==> src/rtl/memarb_pkg.sv <==
// Shared types and default widths for the RAM port arbiter.
package memarb_pkg;
  typedef enum logic [1:0] {IDLE = 2'd0, ACCESS = 2'd1, RESP = 2'd2} state_t;
  typedef enum logic {SRC_IF = 1'b0, SRC_D = 1'b1} src_t;

  localparam logic RAM_RD = 1'b0;
  localparam logic RAM_WR = 1'b1;

  localparam int DEF_ADDR_W     = 16;
  localparam int DEF_DATA_W     = 32;
  localparam int DEF_RAM_LAT    = 0;
  localparam int DEF_STARVE_MAX = 4;
endpackage

==> src/rtl/mem_port_arbiter_if.sv <==
// Requester and RAM side signals of the arbiter; slave = arbiter, master = requesters/RAM.
interface mem_port_arbiter_if
  import memarb_pkg::*;
#(
  parameter int ADDR_W = DEF_ADDR_W,
  parameter int DATA_W = DEF_DATA_W
);
  logic              if_req;
  logic [ADDR_W-1:0] if_addr;
  logic              if_gnt;
  logic              if_rvalid;
  logic [DATA_W-1:0] if_rdata;
  logic              d_req;
  logic              d_we;
  logic [ADDR_W-1:0] d_addr;
  logic [DATA_W-1:0] d_wdata;
  logic              d_gnt;
  logic              d_rvalid;
  logic [DATA_W-1:0] d_rdata;
  logic              ram_rw;
  logic [ADDR_W-1:0] ram_addr;
  logic [DATA_W-1:0] ram_wdata;
  logic [DATA_W-1:0] ram_rdata;

  modport slave (
    input  if_req, if_addr, d_req, d_we, d_addr, d_wdata, ram_rdata,
    output if_gnt, if_rvalid, if_rdata, d_gnt, d_rvalid, d_rdata,
    output ram_rw, ram_addr, ram_wdata
  );

  modport master (
    output if_req, if_addr, d_req, d_we, d_addr, d_wdata, ram_rdata,
    input  if_gnt, if_rvalid, if_rdata, d_gnt, d_rvalid, d_rdata,
    input  ram_rw, ram_addr, ram_wdata
  );
endinterface

==> src/rtl/memarb_prio.sv <==
// Data-first grant decision with a saturating starvation counter that forces a fetch win.
module memarb_prio
  import memarb_pkg::*;
#(
  parameter int STARVE_MAX = DEF_STARVE_MAX
) (
  input  logic clk,
  input  logic reset,
  input  logic idle,
  input  logic if_req,
  input  logic d_req,
  output logic if_gnt,
  output logic d_gnt
);
  logic [3:0] starve_cnt;
  logic       starved;

  assign starved = (starve_cnt == 4'(STARVE_MAX));

  always_comb begin
    if_gnt = 1'b0;
    d_gnt  = 1'b0;
    if (idle && !reset) begin
      if (d_req && !(if_req && starved)) d_gnt = 1'b1;
      else if (if_req)                   if_gnt = 1'b1;
    end
  end

  // Only contended data wins count toward starving the fetch side.
  always_ff @(posedge clk) begin
    if (reset)                             starve_cnt <= '0;
    else if (if_gnt)                       starve_cnt <= '0;
    else if (d_gnt && if_req && !starved)  starve_cnt <= starve_cnt + 4'd1;
  end
endmodule

==> src/rtl/mem_port_arbiter.sv <==
// Registered request/grant/response controller for one shared RAM port (fetch vs data).
// Optional MEMARB_STALL_CNT_EN adds a saturating stall_cycles counter output.
module mem_port_arbiter
  import memarb_pkg::*;
#(
  parameter int ADDR_W     = DEF_ADDR_W,
  parameter int DATA_W     = DEF_DATA_W,
  parameter int RAM_LAT    = DEF_RAM_LAT,
  parameter int STARVE_MAX = DEF_STARVE_MAX
) (
  input  logic                     clk,
  input  logic                     reset,
  mem_port_arbiter_if.slave        bus,
  output logic                     busy
`ifdef MEMARB_STALL_CNT_EN
  ,
  output logic [15:0]              stall_cycles
`endif
);
  state_t            state, state_nxt;
  src_t              src;
  logic [2:0]        cnt;
  logic              if_gnt, d_gnt, take;
  logic              ram_rw_q;
  logic [ADDR_W-1:0] ram_addr_q;
  logic [DATA_W-1:0] ram_wdata_q, if_rdata_q, d_rdata_q;

  memarb_prio #(.STARVE_MAX(STARVE_MAX)) u_prio (
    .clk    (clk),
    .reset  (reset),
    .idle   (state == IDLE),
    .if_req (bus.if_req),
    .d_req  (bus.d_req),
    .if_gnt (if_gnt),
    .d_gnt  (d_gnt)
  );

  assign take = if_gnt | d_gnt;

  always_ff @(posedge clk) begin
    if (reset) state <= IDLE;
    else       state <= state_nxt;
  end

  always_comb begin
    state_nxt = state;
    case (state)
      IDLE:    if (take) state_nxt = ACCESS;
      ACCESS:  if (cnt == 3'd0) state_nxt = RESP;
      RESP:    state_nxt = IDLE;
      default: state_nxt = IDLE;
    endcase
  end

  always_ff @(posedge clk) begin
    if (reset) begin
      src         <= SRC_IF;
      cnt         <= '0;
      ram_rw_q    <= RAM_RD;
      ram_addr_q  <= '0;
      ram_wdata_q <= '0;
      if_rdata_q  <= '0;
      d_rdata_q   <= '0;
    end else begin
      case (state)
        IDLE: begin
          if (take) begin
            src        <= d_gnt ? SRC_D : SRC_IF;
            cnt        <= 3'(RAM_LAT);
            ram_addr_q <= d_gnt ? bus.d_addr : bus.if_addr;
            ram_rw_q   <= d_gnt ? bus.d_we : RAM_RD;
            if (d_gnt) ram_wdata_q <= bus.d_wdata;
          end
        end
        ACCESS: begin
          // Read data is valid in the last access cycle; stores return zero.
          if (cnt == 3'd0) begin
            ram_rw_q <= RAM_RD;
            if (src == SRC_D) d_rdata_q  <= (ram_rw_q == RAM_WR) ? '0 : bus.ram_rdata;
            else              if_rdata_q <= bus.ram_rdata;
          end else begin
            cnt <= cnt - 3'd1;
          end
        end
        default: ;
      endcase
    end
  end

  assign bus.if_gnt    = if_gnt;
  assign bus.d_gnt     = d_gnt;
  assign bus.if_rvalid = (state == RESP) && (src == SRC_IF);
  assign bus.d_rvalid  = (state == RESP) && (src == SRC_D);
  assign bus.if_rdata  = if_rdata_q;
  assign bus.d_rdata   = d_rdata_q;
  assign bus.ram_rw    = ram_rw_q;
  assign bus.ram_addr  = ram_addr_q;
  assign bus.ram_wdata = ram_wdata_q;
  assign busy          = (state != IDLE);

`ifdef MEMARB_STALL_CNT_EN
  logic stalled;
  assign stalled = (bus.if_req & ~if_gnt) | (bus.d_req & ~d_gnt);

  always_ff @(posedge clk) begin
    if (reset)                                  stall_cycles <= '0;
    else if (stalled && stall_cycles != 16'hFFFF) stall_cycles <= stall_cycles + 16'd1;
  end
`endif
endmodule

==> src/flat_wrapper.sv <==
// flat-port wrapper written by rule: the top's interface ports become plain ports
module mem_port_arbiter_flat import memarb_pkg::*;
#(
  parameter int ADDR_W     = DEF_ADDR_W,
  parameter int DATA_W     = DEF_DATA_W,
  parameter int RAM_LAT    = DEF_RAM_LAT,
  parameter int STARVE_MAX = DEF_STARVE_MAX
)
  (clk, reset, busy, bus_if_req, bus_if_addr, bus_d_req, bus_d_we, bus_d_addr, bus_d_wdata, bus_ram_rdata, bus_if_gnt, bus_if_rvalid, bus_if_rdata, bus_d_gnt, bus_d_rvalid, bus_d_rdata, bus_ram_rw, bus_ram_addr, bus_ram_wdata);
  mem_port_arbiter_if #(.ADDR_W(ADDR_W), .DATA_W(DATA_W)) bus_i ();
  input  logic clk;
  input  logic reset;
  output logic busy;
  input wire logic [$bits(bus_i.if_req)-1:0] bus_if_req;
  input wire logic [$bits(bus_i.if_addr)-1:0] bus_if_addr;
  input wire logic [$bits(bus_i.d_req)-1:0] bus_d_req;
  input wire logic [$bits(bus_i.d_we)-1:0] bus_d_we;
  input wire logic [$bits(bus_i.d_addr)-1:0] bus_d_addr;
  input wire logic [$bits(bus_i.d_wdata)-1:0] bus_d_wdata;
  input wire logic [$bits(bus_i.ram_rdata)-1:0] bus_ram_rdata;
  output wire logic [$bits(bus_i.if_gnt)-1:0] bus_if_gnt;
  output wire logic [$bits(bus_i.if_rvalid)-1:0] bus_if_rvalid;
  output wire logic [$bits(bus_i.if_rdata)-1:0] bus_if_rdata;
  output wire logic [$bits(bus_i.d_gnt)-1:0] bus_d_gnt;
  output wire logic [$bits(bus_i.d_rvalid)-1:0] bus_d_rvalid;
  output wire logic [$bits(bus_i.d_rdata)-1:0] bus_d_rdata;
  output wire logic [$bits(bus_i.ram_rw)-1:0] bus_ram_rw;
  output wire logic [$bits(bus_i.ram_addr)-1:0] bus_ram_addr;
  output wire logic [$bits(bus_i.ram_wdata)-1:0] bus_ram_wdata;
  assign bus_i.if_req = bus_if_req;
  assign bus_i.if_addr = bus_if_addr;
  assign bus_i.d_req = bus_d_req;
  assign bus_i.d_we = bus_d_we;
  assign bus_i.d_addr = bus_d_addr;
  assign bus_i.d_wdata = bus_d_wdata;
  assign bus_i.ram_rdata = bus_ram_rdata;
  assign bus_if_gnt = bus_i.if_gnt;
  assign bus_if_rvalid = bus_i.if_rvalid;
  assign bus_if_rdata = bus_i.if_rdata;
  assign bus_d_gnt = bus_i.d_gnt;
  assign bus_d_rvalid = bus_i.d_rvalid;
  assign bus_d_rdata = bus_i.d_rdata;
  assign bus_ram_rw = bus_i.ram_rw;
  assign bus_ram_addr = bus_i.ram_addr;
  assign bus_ram_wdata = bus_i.ram_wdata;
  mem_port_arbiter #(.ADDR_W(ADDR_W), .DATA_W(DATA_W), .RAM_LAT(RAM_LAT), .STARVE_MAX(STARVE_MAX)) u_core (.clk(clk), .reset(reset), .bus(bus_i), .busy(busy));
endmodule
==> config.mk <==
export PLATFORM = sky130hd
export DESIGN_NAME = mem_port_arbiter_flat
export DESIGN_NICKNAME = d
export VERILOG_FILES = /design/src/rtl/memarb_pkg.sv /design/src/rtl/mem_port_arbiter_if.sv /design/src/rtl/memarb_prio.sv /design/src/rtl/mem_port_arbiter.sv /design/src/flat_wrapper.sv
export SDC_FILE = /design/constraint.sdc
export NUM_CORES = 1
export LEC_CHECK = 0
export BUFFER_PORTS_ARGS = -buffer_cell sky130_fd_sc_hd__buf_2
export CAP_MARGIN = 20
export CELL_PAD_IN_SITES_DETAIL_PLACEMENT = 1
export CELL_PAD_IN_SITES_GLOBAL_PLACEMENT = 1
export CORE_ASPECT_RATIO = 0.6
export CORE_UTILIZATION = 35
export CTS_CLUSTER_DIAMETER = 40
export DETAILED_ROUTE_END_ITERATION = 6
export GPL_TIMING_DRIVEN = 0
export HOLD_SLACK_MARGIN = 0.02
export PLACE_DENSITY_LB_ADDON = 0.1
export SLEW_MARGIN = 20
export SYNTH_ARGS = -nofsm -noshare
export SYNTH_HDL_FRONTEND = slang
export SYNTH_SLANG_ARGS = --single-unit
==> constraint.sdc <==
create_clock -name clk -period 3.5 [get_ports clk]
set_input_delay 0.175 -clock clk [delete_from_list [all_inputs] [get_ports clk]]
set_output_delay 0.175 -clock clk [all_outputs]
set_load 0.02 [all_outputs]
==> results by group, run 1 <==
STA
  • WHS: between 0.02 and 0.03 ns
  • Pins Over Slew Limit: 0
  • Fmax: approximately 450 MHz
  • Slew margin rel.: roughly 44%
  • Final Hold Fails: 0
  • Fin crit share: between 60% and 70%
  • Worst setup margin: around 1.3 ns
  • Final TNS setup: 0 ns
  • Final min period: 2.24 ns
  • Worst clock skew: 0.00933 ns
  • Unrepaired setup endpoints after global routing: false
  • Worst Tran Pin Value: approximately 0.83 ns
  • # setup viols final: 0

Global routing
  • Vias in the first global route: 5,592
  • GRT overflow: 0
  • First-pass GRT wire length: 28,300 um
  • Largest net degree at the start of global routing: 17
  • Initial antenna violation count: 0
  • GR Util All Layers: approximately a quarter

Pwr
  • LEAKAGE: around 3.3 nW
  • VDD IR-drop max: about 0.38 mV
  • Pwr per Cell Area: 524 mW/mm^2

Route
  • Post-route ant nets: 0
  • Routed via count: approximately 5.2k
  • Total Wirelength: ~18,000 um
  • Drt initial violations: about 190
  • Vias/cell: about 5.0
  • Routed WL per cell: roughly 17 um
  • Pre-antenna DRT Iters: 7
  • # DRC: 9

Clocking
  • Clock transition at path regs: 0.05 ns
  • CTS Buffer Depth: 2
  • Root Buffer: clkbuf_16
  • Worst skew pair latency: 0.41 ns
  • CTS tree: done
  • Clock Sinks: between 100 and 150
  • H-tree depth: 4
  • Total CTS buffers: 17

Synth
  • Commonest register cell after synthesis: dfxtp_1
  • Largest family of logic cells by synthesized area: simple AND/OR/NAND/NOR gates
  • Mean Syn Cell Area: 8.18 um^2
  • Largest cells by area after synthesis: dfxtp_1, nand2_1, nand3b_1
  • Synth cell types: 29
  • Fraction of registers with async set or reset after synthesis: 0%
  • Synth Area in XOR/XNOR: 0%
  • Sequential area share after synthesis: a little over 50%
  • Post-synthesis compound-gate area fraction: 12.7%
  • Post-synthesis adder-cell area fraction: 1.05%
  • Yosys warning total: 0
  • Largest area contributor in the netlist: dfxtp_1
  • Synthesized Nets: 685
  • Synth top area share: 51.9%
  • Mux cell area share after synthesis: 0%
  • Synthesized instance count: between 500 and 600
  • Number of synthesized flops with an enable pin: 0
  • Flops & latches, synth: 123
  • Post-Synth Simple-Gate Area: 29.9%
  • Post-Syn Area: approximately 0.0047 mm^2

Layout
  • Nets@finish: 982
  • Syn-to-layout area delta: 51.5%
  • Antenna Cells: 0
  • # fillers: roughly 1.6k
  • Share of cells above drive strength 1: 30.0%

Critical path
  • CP cell instances: inv_1 > ha_1 > nand4b_1 > nand3_1 > inv_2 > buf_2 > buf_2
  • Worst path top cell family by delay: buffers and inverters
  • Slowest-stage cell, CP: dfxtp_1
  • Most frequent CP cell: buf_2
  • Worst reg-to-reg setup slack: around 1.4 ns
  • Worst setup EP type: output port
  • CP max FO: 10
  • CP Class: reg2out
  • Worst setup SP type: flip-flop
  • Crit path buf inv count: 4
  • CP max stage delay: 0.39 ns
  • Critical Path RT: ~3.3 ns
  • Worst path arrival time: roughly 2.1 ns

Floorplanning
  • CORE AREA: 0.0130 mm^2
  • Die ar.: approximately 0.014 mm^2
  • Die width: around 150 um
  • I/O Pins: around 220
  • Site row count: 32
  • Initial cell density of the core: 36.5%
  • Die Y: 92.2 um

Place
  • Gpl congestion: 0.770
  • Post-DP HPWL: 12,500 um
  • IO Port Bufs: 217
  • Setup slack at placement: around 1.5 ns

Flow run
  • Max Cap Viol: 0

Run status
  • Status: finished with violations
  • Failing checks: DRC

Worst hold path
  • Hold/Removal Path Class: in2reg
-- cells in the mapped netlist (all sizes together) (3+ instances only) --
| cell type | number |
|---|---|
| a21oi | 88 |
| nand3b | 66 |
| nand3 | 5 |
| inv | 7 |
| a211oi | 15 |
| clkbuf | 26 |
| o21ai | 5 |
| buf | 18 |
| nor3b | 3 |
| ha | 4 |
| dfxtp | 123 |
| nand2 | 180 |
| nor2 | 19 |
-- worst paths after layout --
path                                                             to  cells past startpoint                                startpoint
worst min-delay path            u_core.bus.if_rdata[4]$_SDFFE_PP0P_                      3                          bus_ram_rdata[4]
worst max register to register  u_core.bus.d_rdata[19]$_SDFFE_PP0P_                      7                u_core.cnt[0]$_SDFFE_PP0P_
worst max-delay path                                      bus_d_gnt                      7  u_core.u_prio.starve_cnt[0]$_SDFFE_PP0P_
worst min register to register  u_core.bus.d_rdata[27]$_SDFFE_PP0P_                      2       u_core.bus.d_rdata[27]$_SDFFE_PP0P_
-- state kept, by name, indices dropped and copies added, names as in the netlist --
signal and cells:
u_core.bus.d_rdata 32, u_core.bus.ram_rw 1, u_core.bus.ram_addr 16, u_core.src 1, u_core.u_prio.starve_cnt 4, u_core.bus.ram_wdata 32, u_core.cnt 3, u_core.state 2
u_core.bus.if_rdata 32
-- layout make-up --
class,count,area (um^2),share of cell area (%)
multi-input combinational,406,2070,28.8
clock buffer,22,464,6.46
inverter,7,26.3,0.365
timing repair buffer,278,1700,23.6
sequential,123,2460,34.2
tap,170,213,2.96
buffer,44,186,2.59
clock inverter,8,71.3,0.992
-- report_power, final --
part / internal, mW / leakage (nW) / total (mW) / switching (mW)
Combinational: 0.235 / 2.06 / 0.607 / 0.373
Clock: 0.999 / 0.265 / 1.61 / 0.613
Sequential: 1.49 / 1.00 / 1.55 / 0.0540
-- cells in the final DEF (no fill, tap or decap), types with 3 or more instances in the layout --
| cell type | instances |
|---|---|
| buf_2 | 234 |
| nand2_1 | 180 |
| dfxtp_1 | 123 |
| a21oi_1 | 88 |
| nand3b_1 | 66 |
| dlygate4sd3_1 | 61 |
| clkbuf_1 | 29 |
| nor2_1 | 19 |
| clkbuf_16 | 17 |
| a211oi_1 | 15 |
| inv_1 | 6 |
| nand3_1 | 5 |
| o21ai_0 | 5 |
| clkinv_2 | 5 |
| ha_1 | 4 |
| nor3b_1 | 3 |
-- worst register-to-register path, stage by stage, from the launching register on --
cell and delay [ns]:
dfxtp_1 0.31, inv_1 0.10, ha_1 0.22, nand4bb_1 0.29, nor2_1 0.40, buf_2 0.31, nand3b_1 0.13, a21oi_1 0.22
-- kinds of logic (layout without fill, tap and decap cells) --
kind of cell	Yosys count	after routing
flops	123	123
simple gates	291	291
compound gates	111	111
buf+inv	51	359
fa+ha+maj	4	4
-- through the flow --
stage / instances / area, um^2 / power (mW) / utilization [%]
final: 1058 / 7190 / 3.77 / 55.3
after global routing: 1058 / 7190 / 3.91 / 55.3
after floorplan: 580 / 4750 / 1.88 / -
after global placement: 967 / 6040 / 2.10 / 46.5
after CTS: 1058 / 7190 / 3.78 / 55.3
after detailed placement: 967 / 6040 / 2.12 / 46.5
-- layer usage --
metal	vias up	wire length [um]	track usage, %	share of wire, %
met5	-	0	0	0
met4	0	271	7.82	1.5
met3	24	1150	7.66	6.4
met2	153	8430	44.6	47
met1	2531	8210	31.3	45
li1	2531	-	-	-
-- timing repair --
action | in CTS | in global routing
setup buffers | 0 | 0
hold buffers | 61 | 0
hold endpoints to repair | 61 | 0
gates resized for setup | 0 | 0
Power figures use the tool's default switching activity.
==> inputs of run 2 (changes only) <==
- CORE_UTILIZATION: 35 -> 29
- clock period: 3.5 -> 2 ns (I/O delays scaled with it)
==> run 2 against run 1 <==
  * The flow now finishes without violations
  * Critical path type unchanged
  * First-iteration DRC count increased by 13%
  * Highest routed layer unchanged
  * Clock power increased by 120%
  * Die area increased by 20%
  * Sequential cell count unchanged
  * Via count increased by 1.0%
  * Global-route usage decreased by 3.6 points
  * Largest power group unchanged
  * Critical path depth decreased by 1
==> results by group, run 2 (synthesis gave the netlist of run 1 again) <==
Floorplanning
  • I/O Pins: 219 (unchanged)
  • CORE AREA: 0.0157 mm^2 (+20%)
  • Initial cell density of the core: 30.3% (-6.2 points)
  • Die Y: 101 um (+9.6%)
  • Die ar.: 0.0169 mm^2 (+20%)
  • Die width: 167 um (+9.7%)
  • Site row count: 35 (+9.4%)

Pwr
  • LEAKAGE: 3.54 nW (+6.5%)
  • VDD IR-drop max: 0.492 mV (+30%)
  • Pwr per Cell Area: 943 mW/mm^2 (+80%)

Route
  • Vias/cell: 4.70 (-5.2%)
  • Post-route ant nets: 0 (unchanged)
  • Routed via count: 5,292 (+1.0%)
  • Drt initial violations: 212 (+13%)
  • Total Wirelength: 18,500 um (+2.2%)
  • Pre-antenna DRT Iters: 5 (-2)
  • Routed WL per cell: 16.4 um (-4.1%)
  • # DRC: 0 (-9)

Critical path
  • Critical Path RT: 1.90 ns (-1.42 ns)
  • Crit path buf inv count: 3 (-1)
  • Worst path arrival time: 1.79 ns (-0.28 ns)
  • CP cell instances: inv_1 > ha_1 > nand4b_1 > nand3_2 > clkinv_4 > buf_2
  • Worst reg-to-reg setup slack: 0.16 ns (-1.28 ns)
  • CP Class: reg2out
  • CP max stage delay: 0.39 ns (about the same)
  • Worst path top cell family by delay: buffers and inverters
  • Worst setup SP type: flip-flop
  • Worst setup EP type: output port
  • Slowest-stage cell, CP: dfxtp_1
  • CP max FO: 14 (+4)

STA
  • Worst clock skew: 0.00977 ns (+0.000440 ns)
  • Worst setup margin: 0.112 ns (-1.15 ns)
  • Fin crit share: a little over nine tenths
  • WHS: 0.0494 ns (+0.0227 ns)
  • Pins Over Slew Limit: 0 (unchanged)
  • # setup viols final: 0 (unchanged)
  • Slew margin rel.: 60.5% (+16 points)
  • Final Hold Fails: 0 (unchanged)
  • Final TNS setup: 0 ns (unchanged)
  • Final min period: about 1.9 ns
  • Unrepaired setup endpoints after global routing: false
  • Fmax: 530 MHz
  • Worst Tran Pin Value: 0.586 ns (-0.240 ns)

Layout
  • Nets@finish: 1,016 (+3.5%)
  • Commonest non-fill, non-tap cells in the layout: buf_2, nand2_1, dfxtp_1
  • Syn-to-layout area delta: 63.7%
  • Non-Filler Instances: 1,127 (+6.5%)
  • Final std cell area, no fill: 0.00777 mm^2 (+8.1%)
  • Share of cells above drive strength 1: 30.4% (+0.46 points)
  • Antenna Cells: 0 (unchanged)
  • Commonest non-fill, non-tap cell in the layout: buf_2

Clocking
  • Clock transition at path regs: 0.06 ns (about the same)
  • Post-CTS setup buffer count: 0 (unchanged)
  • Total CTS buffers: 17 (unchanged)
  • CTS tree: done
  • Clock Sinks: 123 (unchanged)
  • Root Buffer: clkbuf_16
  • H-tree depth: 4 (unchanged)
  • CTS Buffer Depth: 2 (unchanged)
  • Worst skew pair latency: 0.42 ns (about the same)

Place
  • Placed insts: 1,000 (+3.4%)
  • IO Port Bufs: 217 (unchanged)
  • Post-DP HPWL: 12,800 um (+2.3%)
  • Placed cell areas: 0.00609 mm^2 (+0.68%)
  • Gpl congestion: 0.773 (+0.38%)
  • Setup slack at placement: 0.0189 ns (-1.48 ns)

Flow run
  • Max Cap Viol: 0 (unchanged)

Global routing
  • Initial antenna violation count: 0 (unchanged)
  • First-pass GRT wire length: 29,200 um (+3.0%)
  • Largest net degree at the start of global routing: 17 (unchanged)
  • GRT overflow: 0 (unchanged)
  • Vias in the first global route: 5,704 (+2.0%)
  • GR Util All Layers: 22.3% (-3.6 points)

Worst hold path
  • Hold/Removal Path Class: in2reg

Run status
  • Status: complete, no violations
==> run 2: changes by cell type in the layout (fill, tap and decap cells not counted), moves of 3 or more <==
cell and delta:
dlygate4sd3_1 +36, clkbuf_2 +4, clkbuf_4 +3, buf_2 -3
clkbuf_1 -8, clkinv_4 +3, clkinv_2 -4, bufinv_16 +4
==> run 2: area by class of cell <==
cell class | instances | area (um^2)
flip-flops and latches | 123 | 2460
multi-input cells | 406 | 2110
well taps | 203 | 254
clock buffers | 19 | 453
repair buffers | 314 | 2060
fillers | 1913 | 7910
inverters | 7 | 31.3
plain buffers | 42 | 191
clock inverters | 13 | 214
==> run 2: report_power, final <==
group | internal [mW] | switching (mW) | leakage [nW]
clock network | 2.29 | 1.21 | 0.320
logic | 0.465 | 0.664 | 2.22
registers | 2.61 | 0.0925 | 1.00
==> run 2: path summary, 6_finish.rpt <==
kind,start,to,cells past startpoint
worst max-delay path,u_core.u_prio.starve_cnt[0]$_SDFFE_PP0P_,bus_d_gnt,6
worst min-delay path,bus_d_req,u_core.u_prio.starve_cnt[1]$_SDFFE_PP0P_,3
worst max register to register,u_core.cnt[0]$_SDFFE_PP0P_,u_core.bus.d_rdata[19]$_SDFFE_PP0P_,8
worst min register to register,u_core.bus.d_rdata[13]$_SDFFE_PP0P_,u_core.bus.d_rdata[13]$_SDFFE_PP0P_,2
==> run 2: stage by stage <==
step / utilization, % / total power, mW
4_1_cts: 49.3 / 7.36
2_1_floorplan: - / 3.29
6_report: 49.6 / 7.33
5_1_grt: 49.6 / 7.64
3_3_place_gp: 38.8 / 3.69
3_5_place_dp: 38.8 / 3.72
==> run 2: tightest hold or removal path: cells and delay by family <==
| family | cells | cell delay, ns |
|---|---|---|
| simple gates | 1 | 0.09 |
| compound gates | 1 | 0.06 |
| buf+inv | 1 | 0.15 |
==> run 2: repair_timing <==
| item | 4_1_cts | 5_1_grt |
|---|---|---|
| resized for setup | 3 | 22 |
| pin swaps | 0 | 0 |
| cloned | 0 | 0 |
| endpoints found under the setup margin | 2 | 90 |
| endpoints found under the hold margin | 113 | 0 |
| hold buffers | 97 | 0 |
==> run 2: metal layers <==
metal / track usage [%] / up-vias / part of all wire (%)
met5: 0 / - / 0
met4: 7.55 / 0 / 1.5
met3: 6.60 / 21 / 6.0
met2: 36.3 / 147 / 46
met1: 28.4 / 2520 / 47
li1: - / 2604 / -
